`src/rtl/snax_hwpe_periph_pkg.sv`:
```
// rtl/snax_hwpe_periph_pkg.sv - register map, status bits and FSM states for the periph responder
package snax_hwpe_periph_pkg;

    localparam logic [7:0] REG_TRIGGER  = 8'h00;
    localparam logic [7:0] REG_STATUS   = 8'h04;
    localparam logic [7:0] REG_CLEAR    = 8'h08;
    localparam logic [7:0] REG_JOB_CNT  = 8'h0C;
    localparam logic [7:0] REG_IRQ_EN   = 8'h10;
    localparam logic [7:0] REG_CFG_BASE = 8'h20;

    localparam int unsigned CFG_BASE_IDX = 32'(REG_CFG_BASE) >> 2;

    localparam int unsigned STATUS_BUSY_BIT = 0;
    localparam int unsigned STATUS_DONE_BIT = 1;
    localparam int unsigned STATUS_ERR_BIT  = 2;

    typedef enum logic [1:0] {
        IDLE,
        LAUNCH,
        BUSY
    } state_e;

    typedef enum logic [2:0] {
        SEL_NONE,
        SEL_TRIGGER,
        SEL_STATUS,
        SEL_CLEAR,
        SEL_JOB_CNT,
        SEL_IRQ_EN,
        SEL_CFG
    } reg_sel_e;

endpackage

```
`src/rtl/hwpe_ctrl_intf_periph.sv`:
```
// rtl/hwpe_ctrl_intf_periph.sv - HWPE peripheral control bus (req/gnt request, r_valid response)
interface hwpe_ctrl_intf_periph #(
    parameter int unsigned ID_WIDTH = 5
);
    logic                req;
    logic                gnt;
    logic [31:0]         add;
    logic                wen;
    logic [3:0]          be;
    logic [31:0]         data;
    logic [ID_WIDTH-1:0] id;
    logic [31:0]         r_data;
    logic                r_valid;
    logic [ID_WIDTH-1:0] r_id;

    modport master (
        output req, add, wen, be, data, id,
        input  gnt, r_data, r_valid, r_id
    );

    modport slave (
        input  req, add, wen, be, data, id,
        output gnt, r_data, r_valid, r_id
    );
endinterface

```
`src/rtl/snax_hwpe_periph_decode.sv`:
```
// rtl/snax_hwpe_periph_decode.sv - combinational address to register select with unmapped flag
module snax_hwpe_periph_decode
    import snax_hwpe_periph_pkg::*;
#(
    parameter int unsigned NumCfgRegs = 8,
    parameter bit          IrqEn      = 1'b0
) (
    input  logic [31:0] add,
    output reg_sel_e    sel,
    output logic [4:0]  cfg_idx,
    output logic        unmapped
);

    logic [5:0] idx;

    always_comb begin
        sel     = SEL_NONE;
        cfg_idx = '0;
        idx     = add[7:2];
        if (add[31:8] == '0 && add[1:0] == 2'b00) begin
            case (add[7:0])
                REG_TRIGGER: sel = SEL_TRIGGER;
                REG_STATUS:  sel = SEL_STATUS;
                REG_CLEAR:   sel = SEL_CLEAR;
                REG_JOB_CNT: sel = SEL_JOB_CNT;
                REG_IRQ_EN:  if (IrqEn) sel = SEL_IRQ_EN;
                default: begin
                    // below-base offsets wrap to huge values and fail the range test
                    if ({26'd0, idx} - CFG_BASE_IDX < NumCfgRegs) begin
                        sel     = SEL_CFG;
                        cfg_idx = 5'(idx - 6'(CFG_BASE_IDX));
                    end
                end
            endcase
        end
    end

    assign unmapped = (sel == SEL_NONE);

endmodule

```
`src/rtl/snax_hwpe_periph_regfile.sv`:
```
// rtl/snax_hwpe_periph_regfile.sv - periph responder: job config registers, start handshake, status
// Optional interrupt output and IRQ_EN register under SNAX_HWPE_PERIPH_IRQ_EN.
module snax_hwpe_periph_regfile
    import snax_hwpe_periph_pkg::*;
#(
    parameter int unsigned NumCfgRegs = 8,
    parameter int unsigned IdWidth    = 5,
    parameter int unsigned DataWidth  = 32
) (
    input  logic                     clk_i,
    input  logic                     rst_ni,
    hwpe_ctrl_intf_periph.slave      periph,
    output logic [NumCfgRegs*32-1:0] cfg_o,
    output logic                     start_valid_o,
    input  logic                     start_ready_i,
    input  logic                     done_i,
`ifdef SNAX_HWPE_PERIPH_IRQ_EN
    output logic                     irq_o,
`endif
    output logic                     busy_o
);

    if (DataWidth != 32) begin : gen_bad_data_width
        $error("snax_hwpe_periph_regfile: DataWidth must be 32");
    end
    if (NumCfgRegs < 1 || NumCfgRegs > 24) begin : gen_bad_num_cfg
        $error("snax_hwpe_periph_regfile: NumCfgRegs must be 1..24");
    end

`ifdef SNAX_HWPE_PERIPH_IRQ_EN
    localparam bit IrqEn = 1'b1;
`else
    localparam bit IrqEn = 1'b0;
`endif

    reg_sel_e   sel;
    logic [4:0] cfg_idx;
    logic       unmapped;

    snax_hwpe_periph_decode #(
        .NumCfgRegs (NumCfgRegs),
        .IrqEn      (IrqEn)
    ) i_decode (
        .add      (periph.add),
        .sel      (sel),
        .cfg_idx  (cfg_idx),
        .unmapped (unmapped)
    );

    state_e state_q, state_d;
    logic [NumCfgRegs*32-1:0] cfg_q;
    logic        done_q, done_d, err_q, err_d, irq_en_q;
    logic [31:0] job_cnt_q, rd_val, cfg_rd;
    logic        r_valid_q;
    logic [IdWidth-1:0] r_id_q;
    logic [31:0] r_data_q;

    logic wr_ok, be_any, trig_wr, clear_wr, cfg_wr, job_done, busy_err, idle;

    assign idle     = (state_q == IDLE);
    assign be_any   = |periph.be;
    assign wr_ok    = periph.req & ~periph.wen & ~unmapped & be_any;
    assign trig_wr  = wr_ok & (sel == SEL_TRIGGER);
    assign clear_wr = wr_ok & (sel == SEL_CLEAR);
    assign cfg_wr   = wr_ok & (sel == SEL_CFG);
    assign job_done = (state_q == BUSY) & done_i;
    assign busy_err = ~idle & (trig_wr | cfg_wr);

    always_ff @(posedge clk_i or negedge rst_ni) begin
        if (!rst_ni) state_q <= IDLE;
        else         state_q <= state_d;
    end

    always_comb begin
        state_d = state_q;
        case (state_q)
            IDLE:    if (trig_wr) state_d = LAUNCH;
            LAUNCH:  if (start_ready_i) state_d = BUSY;
            BUSY:    if (done_i) state_d = IDLE;
            default: state_d = IDLE;
        endcase
    end

    assign start_valid_o = (state_q == LAUNCH);
    assign busy_o        = ~idle;

    // set beats clear for both sticky flags
    always_comb begin
        done_d = done_q;
        err_d  = err_q;
        if (clear_wr || (trig_wr && idle)) done_d = 1'b0;
        if (job_done)                      done_d = 1'b1;
        if (clear_wr)                      err_d  = 1'b0;
        if (busy_err)                      err_d  = 1'b1;
    end

    always_ff @(posedge clk_i or negedge rst_ni) begin
        if (!rst_ni) begin
            cfg_q     <= '0;
            done_q    <= 1'b0;
            err_q     <= 1'b0;
            job_cnt_q <= '0;
        end else begin
            done_q <= done_d;
            err_q  <= err_d;
            if (job_done) job_cnt_q <= job_cnt_q + 32'd1;
            for (int i = 0; i < NumCfgRegs; i++) begin
                for (int k = 0; k < 4; k++) begin
                    if (cfg_wr && idle && cfg_idx == 5'(i) && periph.be[k])
                        cfg_q[32*i+8*k +: 8] <= periph.data[8*k +: 8];
                end
            end
        end
    end

    assign cfg_o = cfg_q;

`ifdef SNAX_HWPE_PERIPH_IRQ_EN
    always_ff @(posedge clk_i or negedge rst_ni) begin
        if (!rst_ni) begin
            irq_en_q <= 1'b0;
            irq_o    <= 1'b0;
        end else begin
            if (wr_ok && sel == SEL_IRQ_EN && periph.be[0]) irq_en_q <= periph.data[0];
            irq_o <= irq_en_q & done_d;
        end
    end
`else
    assign irq_en_q = 1'b0;
`endif

    always_comb begin
        cfg_rd = '0;
        for (int i = 0; i < NumCfgRegs; i++) begin
            if (cfg_idx == 5'(i)) cfg_rd = cfg_q[32*i +: 32];
        end
        rd_val = '0;
        case (sel)
            SEL_STATUS: begin
                rd_val[STATUS_BUSY_BIT] = ~idle;
                rd_val[STATUS_DONE_BIT] = done_q;
                rd_val[STATUS_ERR_BIT]  = err_q;
            end
            SEL_JOB_CNT: rd_val = job_cnt_q;
            SEL_IRQ_EN:  rd_val = {31'd0, irq_en_q};
            SEL_CFG:     rd_val = cfg_rd;
            default:     rd_val = '0;
        endcase
    end

    always_ff @(posedge clk_i or negedge rst_ni) begin
        if (!rst_ni) begin
            r_valid_q <= 1'b0;
            r_id_q    <= '0;
            r_data_q  <= '0;
        end else begin
            r_valid_q <= periph.req;
            if (periph.req) begin
                r_id_q   <= periph.id;
                r_data_q <= periph.wen ? rd_val : 32'd0;
            end
        end
    end

    assign periph.gnt     = periph.req;
    assign periph.r_valid = r_valid_q;
    assign periph.r_id    = r_id_q;
    assign periph.r_data  = r_data_q;

endmodule

```
`src/flat_wrapper.sv`:
```
// flat-port wrapper written by rule: the top's interface ports become plain ports
module snax_hwpe_periph_regfile_flat import snax_hwpe_periph_pkg::*;
#(
    parameter int unsigned NumCfgRegs = 8,
    parameter int unsigned IdWidth    = 5,
    parameter int unsigned DataWidth  = 32
)
  (clk_i, rst_ni, cfg_o, start_valid_o, start_ready_i, done_i, busy_o, periph_req, periph_add, periph_wen, periph_be, periph_data, periph_id, periph_gnt, periph_r_data, periph_r_valid, periph_r_id);
  hwpe_ctrl_intf_periph #(.ID_WIDTH((5))) periph_i ();
  input  logic clk_i;
  input  logic rst_ni;
  output logic [NumCfgRegs*32-1:0] cfg_o;
  output logic start_valid_o;
  input  logic start_ready_i;
  input  logic done_i;
  output logic busy_o;
  input wire logic [$bits(periph_i.req)-1:0] periph_req;
  input wire logic [$bits(periph_i.add)-1:0] periph_add;
  input wire logic [$bits(periph_i.wen)-1:0] periph_wen;
  input wire logic [$bits(periph_i.be)-1:0] periph_be;
  input wire logic [$bits(periph_i.data)-1:0] periph_data;
  input wire logic [$bits(periph_i.id)-1:0] periph_id;
  output wire logic [$bits(periph_i.gnt)-1:0] periph_gnt;
  output wire logic [$bits(periph_i.r_data)-1:0] periph_r_data;
  output wire logic [$bits(periph_i.r_valid)-1:0] periph_r_valid;
  output wire logic [$bits(periph_i.r_id)-1:0] periph_r_id;
  assign periph_i.req = periph_req;
  assign periph_i.add = periph_add;
  assign periph_i.wen = periph_wen;
  assign periph_i.be = periph_be;
  assign periph_i.data = periph_data;
  assign periph_i.id = periph_id;
  assign periph_gnt = periph_i.gnt;
  assign periph_r_data = periph_i.r_data;
  assign periph_r_valid = periph_i.r_valid;
  assign periph_r_id = periph_i.r_id;
  snax_hwpe_periph_regfile #(.NumCfgRegs(NumCfgRegs), .IdWidth(IdWidth), .DataWidth(DataWidth)) u_core (.clk_i(clk_i), .rst_ni(rst_ni), .periph(periph_i), .cfg_o(cfg_o), .start_valid_o(start_valid_o), .start_ready_i(start_ready_i), .done_i(done_i), .busy_o(busy_o));
endmodule
```
`config.mk`:
```
export PLATFORM = sky130hd
export DESIGN_NAME = snax_hwpe_periph_regfile_flat
export DESIGN_NICKNAME = d
export VERILOG_FILES = /design/src/rtl/snax_hwpe_periph_pkg.sv /design/src/rtl/hwpe_ctrl_intf_periph.sv /design/src/rtl/snax_hwpe_periph_decode.sv /design/src/rtl/snax_hwpe_periph_regfile.sv /design/src/flat_wrapper.sv
export SDC_FILE = /design/constraint.sdc
export NUM_CORES = 1
export LEC_CHECK = 0
export ABC_AREA = 1
export CAP_MARGIN = 20
export CORE_UTILIZATION = 45
export DETAILED_ROUTE_END_ITERATION = 7
export PLACE_DENSITY = 0.7
export SETUP_SLACK_MARGIN = 0.02
export SYNTH_ARGS = -nofsm -noshare
export SYNTH_HDL_FRONTEND = slang
export SYNTH_SLANG_ARGS = --single-unit
```
`constraint.sdc`:
```
create_clock -name clk_i -period 3.2 [get_ports clk_i]
set_clock_uncertainty 0.2 [all_clocks]
set_input_delay 0.96 -clock clk_i [delete_from_list [all_inputs] [get_ports clk_i]]
set_output_delay 0.96 -clock clk_i [all_outputs]
set_load 0.02 [all_outputs]
```
==> results of run 1 <==
-- flip-flops by register name, summed over array words and instances (netlist names) --
name / cells
u_core.cfg_o: 256
u_core.done_q: 1
u_core.err_q: 1
u_core.job_cnt_q: 32
u_core.periph.r_data: 32
u_core.periph.r_id: 5
u_core.periph.r_valid: 1
u_core.state_q: 2
-- worst max-delay path by stage --
stage / endpoint / slack [ns] / depth (start not counted)
floorplan: u_core.cfg_o[38] / 0.05 / 17
global placement: u_core.periph.r_data[24] / -0.73 / 19
detailed placement: u_core.cfg_o[63] / -0.77 / 18
CTS: u_core.cfg_o[228] / 0.004 / 17
global route: u_core.job_cnt_q[30] / -0.03 / 14
finish: periph_gnt / 0.09 / 2
-- routing by layer --
metal  GRT usage, %  wire [um]
met2           48.4      27100
met1           38.3      23300
met3           5.34       4480
met5              0          0
met4           11.3       2060
-- worst register-to-register path, cell delays in order, from the launching register on --
cell and delay (ns):
dfrtp_1 0.41, ha_1 0.19, inv_1 0.04, nor2_1 0.13, nand2_2 0.08, nor2_2 0.15
nand3_4 0.13, nor3_4 0.26, nand4_1 0.16, nor2_2 0.21, nand3_2 0.13, nor2_4 0.16
nand2_1 0.10, nor2_1 0.13, xor2_1 0.15
-- repair_timing --
item	in CTS	in global routing
buffers inserted	8	14
pin swaps	14	72
resized for setup	21	102
cloned	8	19
endpoints found under the setup margin	289	294
-- final cells by class --
cell class                      count  area share [%]
Antenna cell                        1          0.0108
Multi-Input combinational cell   1397            31.1
Inverter                          174            2.81
Sequential cell                   330            35.5
Clock buffer                       54            4.78
Clock inverter                      6           0.269
Tap cell                          461            2.48
Timing Repair Buffer              515            23.1
-- metrics by stage --
step | hold WS [ns] | total power [uW]
2_1_floorplan | 0.242 | 4380
3_3_place_gp | 0.255 | 4650
3_5_place_dp | 0.260 | 4650
4_1_cts | 0.169 | 8800
5_1_grt | 0.173 | 8990
6_report | 0.150 | 8770
-- cells in the final DEF, fill, tap and decap left out, types with 3 or more instances in the layout --
cell,count
nand2_1,625
clkdlybuf4s50_1,344
dfrtp_1,330
o21ai_1,213
inv_1,163
nor2_1,150
buf_4,97
nand3_1,81
o21ai_0,52
nand3_4,48
clkbuf_16,42
nor3_1,37
a21oi_1,33
buf_12,32
o21ai_2,29
dlymetal6s2s_1,27
xor2_1,20
nand2_2,18
nor2_2,16
nor2_4,12
nand3_2,12
inv_2,9
xnor2_1,9
clkbuf_8,8
nand4_1,7
clkbuf_1,7
buf_6,7
nand2_4,5
nor3_2,4
nor2_8,4
a21oi_2,3
nor4_1,3
a22oi_1,3
clkinv_2,3
-- power by group through the flow --
stage / registers, uW / clock network (uW) / logic [uW]
finish: 4190 / 4180 / 397
global route: 4190 / 4370 / 435
CTS: 4200 / 4210 / 392
detailed placement: 4270 / 0 / 384
global placement: 4270 / 0 / 381
floorplan: 4280 / 0 / 101
-- cell families (layout without fill, tap and decap cells) --
logic type,Yosys count,after routing
AO/OA/AOI/OAI,337,337
XOR/XNOR,29,29
adder cells (fa/ha/maj),2,2
buffers and inverters,260,749
flip-flops,330,330
other,0,1
AND/OR/NAND/NOR,1005,1029
==> metrics.cfg, run 1 <==
[cts]
h-tree-depth=2
root_buffer=clkbuf_16
cts-buffers-inserted=38
worstSkewPairLatency_ns=0.52
cts.sinks=330
clk_pin_slew_ns=0.06
cts_max_path_buffers=3
cts-hold-fix-buffers=0
cts_tree=yes

[worst_setup_path]
critical-path-max-stage-delay_ns=0.62
crit_arrival_ns=1.95
rr_worst_depth=14
cp-start-kind=primary input
crit_type=primary input to primary output
r2r-start=u_core.job_cnt_q[0]
worst_ep_required_time_ns=2.04
worstPathCellList=clkdlybuf4s50_1 > dlygate4sd2_1
r2r_end=u_core.job_cnt_q[30]
crit_path_end_kind=primary output
reg2reg_slack_ns=0.52
cp-startpoint=periph_req
cp_num_buf_inv=2
critPathSlowestCell=clkdlybuf4s50_1
crit_fanout=4
cp_top_family=buffers and inverters

[drt]
drc_errors=0
num_vias=15600
routedWlPerCell_um=19.4
drt_iter0_drc=1298
dr.pass1.iters=5
ant_nets=0
drt_wl_total_mm=56.9
avgViaCountPerCell=5.31

[synth]
synth_area_per_cell_um2=8.26
synthSimpleGateAreaFrac_pct=28.2
synthMuxAreaShare_pct=0
synth_area_leaders=dfrtp_1 (51%), nand2_1 (15%), o21ai_1 (6.8%)
synth_edf_count=0
ys_warn_count=0
synth_top_family_by_area=simple AND/OR/NAND/NOR gates
synth_commonest_cells=nand2_1 (640), dfrtp_1 (330), o21ai_1 (219)
synth_area_leader_cell=dfrtp_1
synth_seq_cells=330
synth-xor-area-share_pct=1.57
yosysUniqueCellTypes=40
ys.flop_type=dfrtp_1
netlist_area_mm2=0.0162
yosysMostFrequentCell=nand2_1
syn_nets=2044
ys_seq_area_share_pct=51.0
async_reset_ff_share_pct=100
synth_top_area_share_pct=51.0
synthCells=1963
synth_compound_area_share_pct=11.1
synth_fa_ha_area_share_pct=0.154

[finish]
design_area_mm2=0.0233
syn_to_final_growth_pct=43.5
fin_nets=2537
fin_util_pct=65.6
multi_input_area_mm2=0.00723
drive_gt1_share_pct=14.6
register_area_mm2=0.00826
fin_cells=2938
fill_cells=2921

[placement]
portBuffers=375
dp.cells=2830
dp_hpwl_mm=38.9
place.gp.congestion=0.911
placed_cell_area_mm2=0.0211
pre_cts_slack_ns=-0.766

[sta]
fin_crit_ns=3.11
setup_viol=0
worstMarginPinSlew_ns=0.657
finalWorstSetupSlack_ns=0.0887
min_period_over_period_pct=97.2
hold_viol_final=0
drv_slew=0
fmax_ghz=0.321
tns_ns=0
slew_headroom_pct=56.1

[pwr]
pwr_density_cell_mw_per_mm2=377
combPwrFrac_pct=4.5
switching_share_pct=22.5
power_frac_clock_pct=47.7
ir_drop_mv=0.316
p_leak_uw=0.0105
power.switching_uw=1970
internal-power_uw=6800
sequentialPowerShare_pct=47.8

[outcome]
status=finished, final reports clean

[floorplan]
ios=376
dieArea_mm2=0.0368
die_w_um=192
core-area_mm2=0.0355
rows=69
start_util_pct=45.7
dieHeight_um=192

[global_routing]
grt_max_degree=84
grt_overflow=0
antenna_found_initial=1
grt_pass1_vias=15000
grt_pass1_wl_mm=82.9
grt_use_total_pct=29.4

[flow_run]
maxCapViolCount=0

[min_path]
min_path_type=primary input to async pin

Note: power is estimated with default switching activity, not from simulation.
==> run 2, diff against run 1 <==
--- a/config.mk
+++ b/config.mk
@@ -7,6 +7,7 @@
 export LEC_CHECK = 0
 export ABC_AREA = 1
 export CAP_MARGIN = 20
+export CORE_MARGIN = 1
 export CORE_UTILIZATION = 45
 export DETAILED_ROUTE_END_ITERATION = 7
 export PLACE_DENSITY = 0.7
==> results of run 2 <==
The final DEF is identical to that of run 1; final timing and power are the same.
==> run 3, diff against run 2 <==
--- a/config.mk
+++ b/config.mk
@@ -6,7 +6,7 @@
 export NUM_CORES = 1
 export LEC_CHECK = 0
 export ABC_AREA = 1
-export CAP_MARGIN = 20
+export CAP_MARGIN = 10
 export CORE_MARGIN = 1
 export CORE_UTILIZATION = 45
 export DETAILED_ROUTE_END_ITERATION = 7
==> results of run 3 <==
The final DEF is identical to that of run 1; final timing and power are the same.
